`config.mk`:
```
export PLATFORM = sky130hd
export DESIGN_NAME = alu_exec
export DESIGN_NICKNAME = d
export VERILOG_FILES = /design/src/rtl/alu_exec.sv
export SDC_FILE = /design/constraint.sdc
export NUM_CORES = 1
export LEC_CHECK = 0
export ABC_AREA = 1
export CAP_MARGIN = 20
export CELL_PAD_IN_SITES_DETAIL_PLACEMENT = 1
export CELL_PAD_IN_SITES_GLOBAL_PLACEMENT = 1
export CORE_UTILIZATION = 36
export DETAILED_ROUTE_END_ITERATION = 10
export GPL_TIMING_DRIVEN = 0
export PLACE_DENSITY = 0.76
export SYNTH_ARGS = -nofsm -noshare
export SYNTH_HDL_FRONTEND = slang
export SYNTH_SLANG_ARGS = --single-unit
```
`constraint.sdc`:
```
create_clock -name clk -period 1.68 [get_ports clk]
set_input_delay 0.336 -clock clk [delete_from_list [all_inputs] [get_ports clk]]
set_output_delay 0.336 -clock clk [all_outputs]
set_load 0.01 [all_outputs]
```
`src/rtl/alu_exec.sv`:
```
`default_nettype none

// ============================================================================
//  types
//  ALU operation encoding shared by the decoder and the arithmetic unit.
//  Revision: 1.0
// ============================================================================
package types;
  typedef enum logic [3:0] {
    ALU_ADD  = 4'd0,
    ALU_SUB  = 4'd1,
    ALU_SLL  = 4'd2,
    ALU_SLT  = 4'd3,
    ALU_SLTU = 4'd4,
    ALU_XOR  = 4'd5,
    ALU_SRL  = 4'd6,
    ALU_SRA  = 4'd7,
    ALU_OR   = 4'd8,
    ALU_AND  = 4'd9
  } alu_op_e;
endpackage

// ============================================================================
//  alu
//  Purely combinational 32-bit integer ALU.
//  Ports: op     - operation select (types::alu_op_e)
//         a, b   - operands; shifts use b[4:0] as the shift amount
//         result - operation result, add/sub wrap modulo 2^32
//  Revision: 1.0
// ============================================================================
module alu (
  input  types::alu_op_e op,
  input  logic [31:0]    a,
  input  logic [31:0]    b,
  output logic [31:0]    result
);
  import types::*;

  logic [4:0] w_shamt;
  assign w_shamt = b[4:0];

  always_comb begin
    result = '0;
    case (op)
      ALU_ADD:  result = a + b;
      ALU_SUB:  result = a - b;
      ALU_SLL:  result = a << w_shamt;
      ALU_SLT:  result = {31'd0, ($signed(a) < $signed(b))};
      ALU_SLTU: result = {31'd0, (a < b)};
      ALU_XOR:  result = a ^ b;
      ALU_SRL:  result = a >> w_shamt;
      ALU_SRA:  result = $unsigned($signed(a) >>> w_shamt);
      ALU_OR:   result = a | b;
      ALU_AND:  result = a & b;
      default:  result = '0;
    endcase
  end
endmodule

// ============================================================================
//  alu_exec
//  RV32I OP / OP-IMM execute stage: decodes the instruction, computes the
//  result through an alu instance and queues it in a 2-entry output FIFO.
//  Ports: clk, rst_n              - clock, async active-low reset
//         in_valid/in_ready       - upstream handshake
//         in_instr, in_rs1_data,
//         in_rs2_data             - instruction word and register operands
//         out_valid/out_ready     - downstream handshake
//         out_result, out_rd,
//         out_zero, out_illegal   - head entry of the output FIFO
//  Revision: 1.0
// ============================================================================
module alu_exec (
  input  logic        clk,
  input  logic        rst_n,
  input  logic        in_valid,
  output logic        in_ready,
  input  logic [31:0] in_instr,
  input  logic [31:0] in_rs1_data,
  input  logic [31:0] in_rs2_data,
  output logic        out_valid,
  input  logic        out_ready,
  output logic [31:0] out_result,
  output logic [4:0]  out_rd,
  output logic        out_zero,
  output logic        out_illegal
);
  import types::*;

  localparam logic [6:0] C_OPC_OP     = 7'b0110011;
  localparam logic [6:0] C_OPC_OP_IMM = 7'b0010011;
  localparam logic [6:0] C_F7_BASE    = 7'b0000000;
  localparam logic [6:0] C_F7_ALT     = 7'b0100000;
  localparam int         C_ENTRY_W    = 39;  // {illegal, zero, rd, result}

  // ---------------------------------------------------------------- decode
  logic [6:0]  w_opcode;
  logic [2:0]  w_funct3;
  logic [6:0]  w_funct7;
  logic [4:0]  w_rd;
  logic        w_is_op;
  logic        w_is_imm;
  logic        w_f7_alt;
  logic [31:0] w_imm;
  logic [31:0] w_b;
  alu_op_e     w_op;
  logic        w_illegal;
  logic [31:0] w_alu_result;
  logic [31:0] w_result;
  logic        w_zero;
  logic        w_unused_rs1_field;

  assign w_opcode = in_instr[6:0];
  assign w_rd     = in_instr[11:7];
  assign w_funct3 = in_instr[14:12];
  assign w_funct7 = in_instr[31:25];
  assign w_is_op  = (w_opcode == C_OPC_OP);
  assign w_is_imm = (w_opcode == C_OPC_OP_IMM);
  assign w_f7_alt = (w_funct7 == C_F7_ALT);
  assign w_imm    = {{20{in_instr[31]}}, in_instr[31:20]};
  // OP-IMM shifts pick up shamt from instr[24:20] via w_imm[4:0].
  assign w_b      = w_is_op ? in_rs2_data : w_imm;

  // The rs1 index field is resolved upstream; only its data is used here.
  assign w_unused_rs1_field = ^in_instr[19:15];

  always_comb begin
    w_op      = ALU_ADD;
    w_illegal = 1'b0;

    case (w_funct3)
      3'b000:  w_op = (w_is_op && w_f7_alt) ? ALU_SUB : ALU_ADD;
      3'b001:  w_op = ALU_SLL;
      3'b010:  w_op = ALU_SLT;
      3'b011:  w_op = ALU_SLTU;
      3'b100:  w_op = ALU_XOR;
      3'b101:  w_op = w_f7_alt ? ALU_SRA : ALU_SRL;
      3'b110:  w_op = ALU_OR;
      default: w_op = ALU_AND;
    endcase

    if (w_is_op) begin
      if (w_funct7 != C_F7_BASE && !w_f7_alt)
        w_illegal = 1'b1;
      else if (w_f7_alt && w_funct3 != 3'b000 && w_funct3 != 3'b101)
        w_illegal = 1'b1;
    end else if (w_is_imm) begin
      // Only the shift forms constrain the upper immediate bits.
      if (w_funct3 == 3'b001 && w_funct7 != C_F7_BASE)
        w_illegal = 1'b1;
      else if (w_funct3 == 3'b101 && w_funct7 != C_F7_BASE && !w_f7_alt)
        w_illegal = 1'b1;
    end else begin
      w_illegal = 1'b1;
    end
  end

  alu u_alu (
    .op     (w_op),
    .a      (in_rs1_data),
    .b      (w_b),
    .result (w_alu_result)
  );

  // Illegal entries and writes to x0 both report a zero result.
  assign w_result = (w_illegal || (w_rd == 5'd0)) ? 32'd0 : w_alu_result;
  assign w_zero   = (w_result == 32'd0);

  // ----------------------------------------------------------- output FIFO
  // Slot 0 lives directly in the out_* registers; slot 1 is r_tail.
  logic [C_ENTRY_W-1:0] w_new_entry;
  logic [C_ENTRY_W-1:0] r_tail;
  logic [1:0]           r_count;
  logic [1:0]           w_count_next;
  logic                 r_in_ready;
  logic                 r_out_valid;
  logic                 w_push;
  logic                 w_pop;

  assign w_new_entry = {w_illegal, w_zero, w_rd, w_result};
  assign w_push      = in_valid && r_in_ready;
  assign w_pop       = r_out_valid && out_ready;

  always_comb begin
    w_count_next = r_count;
    case ({w_push, w_pop})
      2'b10:   w_count_next = r_count + 2'd1;
      2'b01:   w_count_next = r_count - 2'd1;
      default: w_count_next = r_count;
    endcase
  end

  always_ff @(posedge clk or negedge rst_n) begin
    if (!rst_n) begin
      r_count     <= 2'd0;
      r_in_ready  <= 1'b0;
      r_out_valid <= 1'b0;
      r_tail      <= '0;
      out_result  <= 32'd0;
      out_rd      <= 5'd0;
      out_zero    <= 1'b0;
      out_illegal <= 1'b0;
    end else begin
      r_count     <= w_count_next;
      // Handshake flags are registered from the next count so that neither
      // depends combinationally on out_ready.
      r_in_ready  <= (w_count_next < 2'd2);
      r_out_valid <= (w_count_next != 2'd0);

      if (w_push && (r_count == 2'd0 || (r_count == 2'd1 && w_pop))) begin
        {out_illegal, out_zero, out_rd, out_result} <= w_new_entry;
      end else if (w_pop && r_count == 2'd2) begin
        {out_illegal, out_zero, out_rd, out_result} <= r_tail;
      end

      if (w_push && r_count == 2'd1 && !w_pop)
        r_tail <= w_new_entry;
    end
  end

  assign in_ready  = r_in_ready;
  assign out_valid = r_out_valid;
endmodule

`default_nettype wire
```
==> metrics.txt, run 1 <==
Synth Area in Simple Gates 0.450; xor-xnor portion of the synthesized cell area 0.00192; Synth Flop Type dfrtp_1; # rows 71; Post-Synth Adder-Cell Area 0.0911; status stopped before the end; Longest Clk Path Bufs 2; number of enable flip-flop cells after synthesis 0; Synth Area per Inst 5.55 um2; clock root cell clkbuf_16; Sink Count between 80 and 90; Crit. endpoint post-GRT repair out_zero$_DFFE_PN0P_/D; largest family of logic cells by synthesized area simple AND/OR/NAND/NOR gates; WEP type register input; compound-cell area share of the yosys netlist 0.188; io pins 141; CTS Buf Count 9; Die Wd 197 um; Post-Syn Instances 2,464; FFs w/ async S/R, synth 1.00; Error [ERROR GRT-0232] Routing congestion too high. Check the congestion heatmap in the GUI.; DPL Wire Length slightly above 70,000 um; Post-Syn Area 13,700 um2; register area share after synthesis 0.150; H-tree level count 3; GRT overflow 89; global placement routability congestion 1.09; Synth Warn # 0; GRT Resource Usage Total 0.707; largest net degree at the start of global routing 47; syn_nets ~2,700; Netlist cell types 47; Initial Util 0.365; Yosys reg bits 82; Stop stage global routing; mux cell area share after synthesis 0; I/O Buffers between 100 and 150; Vert. Die Dim just under 200 um
## per-layer routing
layer,global-route usage,GRT overflow
met2,0.904,46
met4,0.688,40
met1,0.706,1
met3,0.542,1
met5,0.128,1
## stage by stage
stage	utilization	setup WS (ns)	hold WS, ns	area, um2	std cells
after floorplan	-	-1.61	0.0404	14200	2464
after global placement	0.431	-3.91	0.463	16200	3110
after detailed placement	0.432	-4.09	0.335	16200	3111
after CTS	0.531	-2.08	0.494	19900	3259
## cell usage after synthesis, types with 9 or more instances
| library cell | n | area share |
|---|---|---|
| o21a_1 | 15 | 0.0082 |
| o21bai_1 | 10 | 0.0055 |
| inv_2 | 9 | 0.0025 |
| a21oi_1 | 202 | 0.074 |
| nand2_1 | 664 | 0.18 |
| nand2_2 | 15 | 0.0069 |
| ha_1 | 98 | 0.090 |
| nor2_1 | 178 | 0.049 |
| nor3_1 | 19 | 0.0070 |
| nand3b_1 | 9 | 0.0049 |
| nand4_1 | 28 | 0.013 |
| o211ai_1 | 22 | 0.012 |
| clkbuf_1 | 71 | 0.019 |
| nand3_1 | 473 | 0.17 |
| buf_4 | 12 | 0.0066 |
| buf_2 | 39 | 0.014 |
| inv_1 | 255 | 0.070 |
| dfrtp_1 | 82 | 0.15 |
| o22ai_1 | 13 | 0.0059 |
| o21ai_1 | 34 | 0.012 |
| o21ai_0 | 148 | 0.054 |
## cell families after synthesis
| kind of cell | Yosys count |
|---|---|
| AOI/OAI and AO/OA | 472 |
| xor gates and xnor gates | 3 |
| adders and majority gates | 99 |
| buffers and inverters | 398 |
| DFF | 82 |
| and+or+nand+nor | 1410 |
## what timing repair did
item,in CTS
endpoints found under the hold margin,36
resized for setup,668
hold buffers,1
pin swaps,139
buffers inserted,131
endpoints found under the setup margin,79
cloned,4
==> run 2, diff against run 1 <==
CELL_PAD_IN_SITES_DETAIL_PLACEMENT = not set   (was 1)
CELL_PAD_IN_SITES_GLOBAL_PLACEMENT = not set   (was 1)
CORE_UTILIZATION = 25   (was 36)
PLACE_DENSITY = not set   (was 0.76)
PLACE_DENSITY_LB_ADDON = 0.15   (was not set)
clock period = 2.2 ns   (was 1.68 ns; I/O delays follow)
==> run 2 against run 1 <==
The flow now finishes, with violations (negative setup slack). Synthesized cell count is the same. Area after synthesis stayed put.
==> metrics.txt, run 2 <==
RSZ-0062 raised after global routing true; Synth top area share 0.182 (unchanged); top-count cell post-synth nand2_1; Seq pwr share 0.203; Pint 5610 uW; Post-Syn Area 13,700 um2 (unchanged); Post-synth top cells 664 x nand2_1, 473 x nand3_1, 255 x inv_1; global placement routability congestion 1.05 (-4.0%); vias 19,500; top cells by area, synth nand2_1 18%, nand3_1 17%, dfrtp_1 15%; Max Slew Vio Count 0; Clock power frac 0.132; Critical Path RT roughly 2.5 ns; CTS Buf Count 9 (unchanged); Hold WS 0.479 ns; vias in the first global route about 19,000; Yosys reg bits 82 (unchanged); Switch Pwr 5370 uW; area grow syn2layout 56.8%; Die Area 55,600 um2; relative slew slack 0.346; largest registers r_tail (39), out_result (32), out_rd (5); Hold Path Origin r_tail[29]; antenna violations before repair 2; crit share post-route 1.76; Synth Flop Type dfrtp_1; first-pass GRT wire length 128,000 um; GRT Resource Usage Total 0.316; failing checks negative setup slack; FF-to-FF Start r_count[1]; FMAX around 260 MHz; Final min period 3.88 ns; kind of critical path primary input to flop; CTS tree yes; Sink Count 82 (unchanged); Worst Setup Start Kind primary input; most common cell after layout, fill and taps aside nand2_1; post-route setup slack -1.68 ns; Core Area 53,900 um2; CP Max Fanout 4; Synth Area per Inst 5.55 um2 (unchanged); max reg flops 39; H-tree level count 3 (unchanged); worst-skew pair later-pin latency 0.35 ns; # rows 85 (+20%); switching fraction of total power 0.489; count of maximum capacitance violations 0; Setup TNS -73.78 ns; status finished, violations left; Synth Warn # 0 (unchanged); Initial Util 0.254 (-0.111); maximum VDD drop 0.427 mV; launch point of the worst path in_rs2_data[0]; GRT overflow 0; post-route ant nets 0; Die Wd 236 um (+20%); syn_nets 2,663 (unchanged); Worst Setup End Kind flop; FFs w/ async S/R, synth 1.00 (unchanged); endpoints failing hold 0; Final setup viols 66; register area share after synthesis 0.150 (unchanged); clk slew on worst S/H paths 0.06 ns; fillers 5,768; worst hold path class flop to flop; Placement Setup Slack -3.75 ns (+0.333 ns); io pins 141 (unchanged); share of cells above drive strength 1 0.318; Worst Tran Pin Value 0.981 ns; Layout Nets 2,991; Reg with most FFs r_tail; Longest Clk Path Bufs 2 (unchanged); Post-Syn Instances 2,464 (unchanged); Vert. Die Dim 236 um (+20%); DPL Wire Length 72,200 um (+1.7%); data arrival time of the critical path 4.17 ns; via/cell ratio 5.58; Clock Skew 0.00712 ns; drt wl/cell 26.1 um; Post-route DRC 0; drt first-iter violations 1,790; largest net degree at the start of global routing 65; clock root cell clkbuf_16; number of detailed-route iterations in the first pass 6; WL final 91,200 um; Util after Layout 0.398; Netlist cell types 47 (unchanged); combinational share of power 0.665; number of enable flip-flop cells after synthesis 0 (unchanged); I/O Buffers 135 (unchanged); cell taking the most area after synthesis nand2_1; fin cells 3,497; P_leak between 0.009 and 0.01 uW; most frequent cells in the layout 548 x nand2_1, 409 x nand3_1, 200 x inv_1, 145 x buf_4, 120 x clkdlybuf4s50_1; PwrDens 512 nW/um2; dpl cells 3,296 (+5.9%)
==> run 2: what timing repair did <==
action                                 CTS  global route
pin swaps                              143           161
gates resized for setup                536           391
endpoints found under the hold margin   18             0
setup buffers                          131            59
setup endpoints to repair               73            75
hold buffers                             1             0
cloned                                   5             1
==> run 2: path summary, 6_finish.rpt <==
kind | end | slack [ns] | cells past startpoint
setup / recovery | out_zero | -1.68 | 27
hold / removal | r_tail[29] | 0.48 | 2
setup reg to reg | out_result[22] | -0.12 | 10
hold reg to reg | r_tail[29] | 0.48 | 2
max in group asynchronous | out_result[23] | 1.05 | 3
min in group asynchronous | in_ready | 0.51 | 2
==> run 2: kinds of logic after synthesis <==
group           synth area share
simple gates               0.450
compound gates             0.188
fa+ha+maj                 0.0911
xor+xnor                 0.00192
flops                      0.150
buf+inv                    0.118
==> run 2: power groups by stage <==
stage | Sequential (uW) | Combinational, uW | Clock, uW
2_1_floorplan | 2360 | 2950 | 0
3_3_place_gp | 2250 | 5610 | 0
3_5_place_dp | 2270 | 5620 | 0
4_1_cts | 2240 | 6540 | 1480
5_1_grt | 2280 | 7790 | 1550
6_report | 2230 | 7300 | 1460
==> run 2: area by class of cell <==
cell class              count  area [um2]  share of cell area
diodes                      4        10.0            0.000467
plain buffers             124        1100              0.0515
clock buffers               9         225              0.0105
clock inverters             7        51.3             0.00239
inverters                 268        1070              0.0498
multi-input cells        1984       12900               0.602
flip-flops and latches     82        2050              0.0957
well taps                 696         871              0.0406
repair buffers            323        3150               0.147
==> run 2: worst max-delay path, cell delays in order <==
cell             delay [ns]
clkdlybuf4s50_1        0.52
nand3_4                0.14
nand2_4                0.11
buf_12                 0.12
ha_4                   0.15
inv_4                  0.04
fa_2                   0.39
o21ai_4                0.21
nand2_2                0.11
nand2_4                0.12
nand2_4                0.06
nand2_4                0.08
nand4_1                0.17
nand3_2                0.19
buf_6                  0.14
inv_4                  0.03
o21bai_4               0.14
a21oi_2                0.07
o21ai_1                0.09
nand3b_1               0.19
nand2_1                0.15
nand3_1                0.09
nor2_2                 0.12
nand2_2                0.09
nand2_1                0.06
nand2_1                0.06
nand2_1                0.05
==> run 2: through the flow <==
step           instance area [um2]  power, uW
2_1_floorplan                14200       5310
3_3_place_gp                 16400       7870
3_5_place_dp                 16400       7890
4_1_cts                      19600      10300
5_1_grt                      21400      11600
6_report                     21400      11000
==> run 2: per-layer routing <==
layer  GRT usage  share of wire  up-vias  wire [um]
li1            -              -     8905          -
met1       0.425           0.43     9477      39300
met2       0.506           0.45      931      40600
met3      0.0406          0.075      208       6860
met4       0.129          0.049        0       4490
met5           0              0        -          0
Power figures use the tool's default switching activity.
==> run 3, diff against run 2 <==
CELL_PAD_IN_SITES_DETAIL_PLACEMENT = 1   (was not set)
CELL_PAD_IN_SITES_GLOBAL_PLACEMENT = 1   (was not set)
==> run 3 against run 2 <==
Global-route usage is 2.8 points higher. Die area did not move. Sequential share of layout area decreased by 0.45 points. The run still ends with negative setup slack left. Clock power is essentially flat. Highest routed layer is now met5. Worst hold slack lost 0.46 ns. Register-to-register slack better by 0.08 ns.
==> metrics.txt, run 3 (synthesized netlist as in run 2, its figures left out) <==
DPL Wire Length 77,300 um (+7.1%); Layout Nets 3,034 (+1.4%); fin area 22,500 um2 (+4.9%); register-to-register setup slack -0.04 ns (+0.08 ns); Switch Pwr 5690 uW (+5.8%); worst-skew pair later-pin latency 0.34 ns (about the same); CP Max Fanout 6 (+2); io pins 141 (unchanged); relative slew slack 0.313 (-0.0328); status finished, violations left; Post-route DRC 0 (unchanged); most common cell after layout, fill and taps aside nand2_1; Die Wd 236 um (unchanged); Vert. Die Dim 236 um (unchanged); share of cells above drive strength 1 0.356 (+0.0381); worst hold path class primary input to async pin; Final min period 3.88 ns (-0.00126 ns); CTS Buf Count 9 (unchanged); kind of critical path primary input to flop; Setup TNS -75.25 ns (-1.47 ns); endpoints failing hold 0 (unchanged); Clock Skew 0.00848 ns (+0.00135 ns); drt first-iter violations 1,367 (-24%); Critical path buffers and inverters 6 (+1); Max Slew Vio Count 0 (unchanged); combinational share of power 0.682 (+0.017); RSZ-0062 raised after global routing true; Critical Path RT 2.48 ns (about the same); Seq pwr share 0.193 (-0.010); Worst Tran Pin Value 1.03 ns (+0.0491 ns); slowest stage delay, CP 0.34 ns (-0.18 ns); Pint 5850 uW (+4.2%); Crit path depth 30 (+11%); data arrival time of the critical path 4.16 ns (about the same); Initial Util 0.254 (unchanged); vias in the first global route 20,300 (+9.0%); reg-to-reg critical path endpoint out_result[4]; antenna violations before repair 2 (unchanged); failing checks negative setup slack; PwrDens 513 nW/um2 (about the same); CTS tree yes; fin cells 3,537 (+1.1%); vias 20,000 (+2.3%); max reg flops 39 (unchanged); area grow syn2layout 64.5%; first-pass GRT wire length 140,000 um (+9.2%); count of maximum capacitance violations 0 (unchanged); crit share post-route 1.76 (about the same); dpl cells 3,297 (+0.030%); clk slew on worst S/H paths 0.07 ns (about the same); post-route ant nets 0 (unchanged); Slowest-stage cell, CP nand3b_1; GRT overflow 0 (unchanged); maximum VDD drop 0.350 mV (-18%); Core Area 53,900 um2 (unchanged); GRT Resource Usage Total 0.344 (+0.0281); global placement routability congestion 1.03 (-1.7%); largest net degree at the start of global routing 57 (-12%); Longest Clk Path Bufs 2 (unchanged); WL final 100,000 um (+9.9%); I/O Buffers 135 (unchanged); H-tree level count 3 (unchanged); fillers 6,741 (+17%); drt wl/cell 28.3 um (+8.7%); Clock power frac 0.125 (-0.007); post-route setup slack -1.68 ns (+0.00126 ns); Worst Setup End Kind flop; Die Area 55,600 um2 (unchanged); via/cell ratio 5.65 (+1.1%); P_leak 0.0102 uW (+2.5%); Final setup viols 66 (unchanged); Sink Count 82 (unchanged); FF-to-FF Start r_count[1]; R2R depth 8 (-2); clock root cell clkbuf_16; most frequent cells in the layout 530 x nand2_1, 394 x nand3_1, 187 x buf_4, 182 x inv_1, 121 x clkdlybuf4s50_1; Util after Layout 0.417 (+0.0196); largest registers r_tail (39), out_result (32), out_rd (5); Worst path most repeated cell nand2_1; Reg with most FFs r_tail; cell family with most CP delay simple AND/OR/NAND/NOR gates; number of detailed-route iterations in the first pass 5 (-1); FMAX 258 MHz (about the same); Placed Instance Area 16,400 um2 (about the same); Worst Setup Start Kind primary input; switching fraction of total power 0.493 (+0.00387); # rows 85 (unchanged); launch point of the worst path in_instr[2]
[run 3: per-layer routing]
metal | vias up | part of all wire | track usage
met5 | - | 0.00010 | 0
met4 | 2 | 0.061 | 0.166
met3 | 236 | 0.070 | 0.0598
met2 | 817 | 0.45 | 0.560
met1 | 9945 | 0.42 | 0.436
li1 | 8967 | - | -
[run 3: worst max-delay path by stage]
stage	slack [ns]	endpoint
2_1_floorplan	-1.19	out_zero
3_3_place_gp	-3.59	out_zero
3_5_place_dp	-3.62	out_zero
4_1_cts	-1.59	out_zero
5_1_grt	-1.85	out_zero
6_report	-1.68	out_zero
[run 3: power groups by stage]
stage          sequential [uW]  clock, uW  combinational (uW)
4_1_cts                   2240       1480                7030
3_5_place_dp              2270          0                5740
2_1_floorplan             2360          0                2950
3_3_place_gp              2250          0                5660
6_report                  2230       1440                7870
5_1_grt                   2280       1530                8350
[run 3: timing repair]
| item | CTS | global route |
|---|---|---|
| hold buffers | 0 | 0 |
| gates resized for setup | 729 | 355 |
| gates cloned | 5 | 1 |
| pin swaps | 187 | 208 |
| setup buffers | 161 | 86 |
| endpoints found under the setup margin | 75 | 78 |
[run 3: area by class of cell]
cell class	instances	area [um2]	share of cell area
multi-input combinational	1984	13600	0.604
timing repair buffer	370	3540	0.158
sequential	82	2050	0.0912
inverter	268	1080	0.0480
buffer	120	1070	0.0477
tap	696	871	0.0387
clock buffer	10	229	0.0102
clock inverter	6	48.8	0.00217
antenna	1	2.50	0.000111
[run 3: through the flow]
step	setup slack (ns)	power [uW]	hold slack, ns
2_1_floorplan	-1.19	5310	0.144
3_3_place_gp	-3.59	7910	0.463
3_5_place_dp	-3.62	8010	0.384
4_1_cts	-1.59	10800	0.0202
5_1_grt	-1.85	12200	0.0340
6_report	-1.68	11500	0.0140
==> run 4, diff against run 3 <==
ABC_AREA = 0   (was 1)
==> run 4 against run 3 <==
The run still ends with negative setup slack left. First-iteration DRC count increased by 61%. Clock skew increased by 0.00063 ns. Synthesized cell count decreased by 9.7%. Area after synthesis increased by 12%. Critical path type unchanged. Worst hold slack improved by 0.47 ns. Global-route usage increased by 7.6 points.
==> metrics.txt, run 4 <==
post-route setup slack -2.83 ns (-1.15 ns); Clock Skew 0.00911 ns (+0.000633 ns); GRT Resource Usage Total 0.419 (+0.0757); Final setup viols 68 (+3.0%); register area share after synthesis 0.135 (-0.0155); I/O Buffers 131 (-3.0%); Worst Setup End Kind flop; # rows 90 (+5.9%); Setup TNS -136.35 ns (-61.09 ns); CP Capture Point out_zero; P_leak 0.00968 uW (-5.0%); Reg with most FFs r_tail; first-pass GRT wire length 182,000 um (+30%); clk slew on worst S/H paths 0.06 ns (about the same); n_diodes 0 (-1); cell taking the most area after synthesis dfrtp_1; Critical Path RT 2.46 ns (-0.02 ns); Post-synth top cells 248 x nand2_1, 190 x a21oi_1, 170 x nor2_1, 170 x o21ai_0, 116 x inv_1; RSZ-0062 raised after global routing true; syn_nets 2,424 (-9.0%); Synth Warn # 0 (unchanged); largest family of logic cells by synthesized area compound AO/OA/AOI/OAI gates; Sink Count 82 (unchanged); maximum VDD drop 0.460 mV (+32%); Synth top area share 0.135 (-0.0477); Die Wd 249 um (+5.6%); Layout Nets 2,798 (-7.8%); Hold WS 0.483 ns (+0.469 ns); Placement Setup Slack -5.60 ns (-1.97 ns); xor-xnor portion of the synthesized cell area 0.0178 (+0.0159); CTS tree yes; Post-Syn Instances 2,225 (-9.7%); register-to-register setup slack -0.29 ns (-0.25 ns); vias in the first global route 22,000 (+8.4%); FF-to-FF Start r_count[0]; post-route ant nets 0 (unchanged); failing checks negative setup slack; number of enable flip-flop cells after synthesis 0 (unchanged); Util after Layout 0.401 (-0.0158); launch point of the worst path in_instr[1]; WL final 135,000 um (+34%); Longest Clk Path Bufs 2 (unchanged); PwrDens 457 nW/um2 (-11%); Final min period 5.03 ns (+1.15 ns); FFs w/ async S/R, synth 1.00 (unchanged); R2R depth 7 (-1); Vert. Die Dim 249 um (+5.6%); Worst Setup Start Kind primary input; worst hold path class flop to flop; Initial Util 0.253 (-0.000970); number of detailed-route iterations in the first pass 6 (+1); status finished, violations left; largest net degree at the start of global routing 67 (+18%); antenna violations before repair 2 (unchanged); max reg flops 39 (unchanged); DPL Wire Length 106,000 um (+37%); Overall Power 11,100 uW (-4.1%); worst-skew pair later-pin latency 0.35 ns (about the same); Post-route DRC 0 (unchanged); drt wl/cell 39.8 um (+40%); Yosys reg bits 82 (unchanged); GRT overflow 0 (unchanged); top-count cell post-synth nand2_1; FMAX 199 MHz (-23%); most frequent cells in the layout 214 x nand2_1, 191 x buf_4, 147 x nor2_1, 127 x a21oi_1, 113 x o21ai_0; endpoints failing hold 0 (unchanged); crit share post-route 2.29 (+0.521); Synth Area per Inst 6.85 um2 (+23%); Synth Flop Type dfrtp_1; Netlist cell types 96 (+100%); most common cell after layout, fill and taps aside nand2_1; Core Area 60,400 um2 (+12%); share of cells above drive strength 1 0.354 (-0.00230); global placement routability congestion 1.05 (+2.1%); Worst Tran Pin Value 1.25 ns (+0.222 ns); count of maximum capacitance violations 0 (unchanged); CTS Buf Count 9 (unchanged); compound-cell area share of the yosys netlist 0.382 (+0.193); H-tree level count 3 (unchanged); io pins 141 (unchanged); data arrival time of the critical path 5.29 ns (+1.13 ns); top cells by area, synth dfrtp_1 13%, ha_1 8.0%, a21oi_1 6.2%; relative slew slack 0.162 (-0.151); CP Max Fanout 10 (+4); Synth Area in Simple Gates 0.232 (-0.218); clock root cell clkbuf_16; Post-Syn Area 15,200 um2 (+12%); mux cell area share after synthesis 0.0729 (+0.0729); kind of critical path primary input to flop; vias 22,000 (+10%); Die Area 62,000 um2 (+11%); drt first-iter violations 2,205 (+61%); via/cell ratio 6.51 (+15%); largest registers r_tail (39), out_result (32), out_rd (5); Max Slew Vio Count 0 (unchanged); Post-Synth Adder-Cell Area 0.0817 (-0.00941); area grow syn2layout 58.9%; reg-to-reg critical path endpoint out_result[14]
run 4: cell types whose count changed in the layout (fill, tap and decap cells not counted), moves of 38 or more:
cell     delta
a21o_1     +43
nand3_2    -53
nand2_1   -316
a21oi_1    +38
inv_1      -94
nor3_1     +54
inv_2      -52
mux2i_1    +48
nand3_1   -339
nand2_2    -81
o21ai_1    -43
nor2_1     +49
o21ai_0    +72
run 4: what timing repair did:
item | in CTS | in global routing
pin swaps | 124 | 103
hold endpoints to repair | 16 | 0
endpoints found under the setup margin | 69 | 72
buffers inserted | 172 | 60
hold buffers | 1 | 0
resized for setup | 788 | 200
gates cloned | 1 | 0
run 4: kinds of logic after synthesis:
kind of cell,after synthesis
AOI/OAI and AO/OA,861
and+or+nand+nor,747
DFF,82
xor gates and xnor gates,31
adders and majority gates,99
buffers and inverters,302
muxes,103
run 4: worst min path at each step:
stage,depth (start not counted),from,end,slack (ns)
2_1_floorplan,0,rst_n,in_ready,0.14
3_3_place_gp,2,r_tail[5],r_tail[5],0.46
3_5_place_dp,1,rst_n,r_tail[34],0.33
4_1_cts,2,r_tail[31],r_tail[31],0.48
5_1_grt,2,r_tail[31],r_tail[31],0.50
6_report,2,r_tail[31],r_tail[31],0.48
run 4: stage by stage:
stage                     area (um2)  cells
after CTS                      23100   3337
after global placement         18100   3138
after global routing           24200   3386
final                          24200   3386
after detailed placement       18200   3153
after floorplan                15800   2225
run 4: worst max-delay path, stage by stage:
cell	delay (ns)
buf_2	0.11
and4bb_4	0.23
buf_12	0.16
buf_4	0.14
nand2_1	0.30
buf_2	0.35
buf_2	0.33
a21oi_1	0.19
o32ai_4	0.40
o221ai_1	0.32
o211ai_1	0.70
o311ai_2	0.24
buf_4	0.23
or4b_4	0.53
nor4b_4	0.25
nand4_1	0.17
o22ai_1	0.19
run 4: per-layer routing:
layer	vias to the layer above	track usage	routed length, um
met1	11200	0.535	54700
met3	352	0.0841	11600
met4	4	0.262	10400
met5	-	0	24
li1	9177	-	-
met2	1263	0.646	57900
run 4: cell type report:
type | count | area (um2)
well taps | 782 | 978
repair buffers | 371 | 3370
clock buffers | 11 | 253
flip-flops and latches | 82 | 2050
clock inverters | 5 | 83.8
plain buffers | 172 | 1640
multi-input cells | 1841 | 15300
fillers | 7054 | 36100
inverters | 122 | 527
run 4: report_power, final:
group / switching (uW) / leakage (uW) / internal (uW)
registers: 148 / 0.00109 / 1780
clock network: 650 / 0.000158 / 1060
logic: 4660 / 0.00843 / 2780
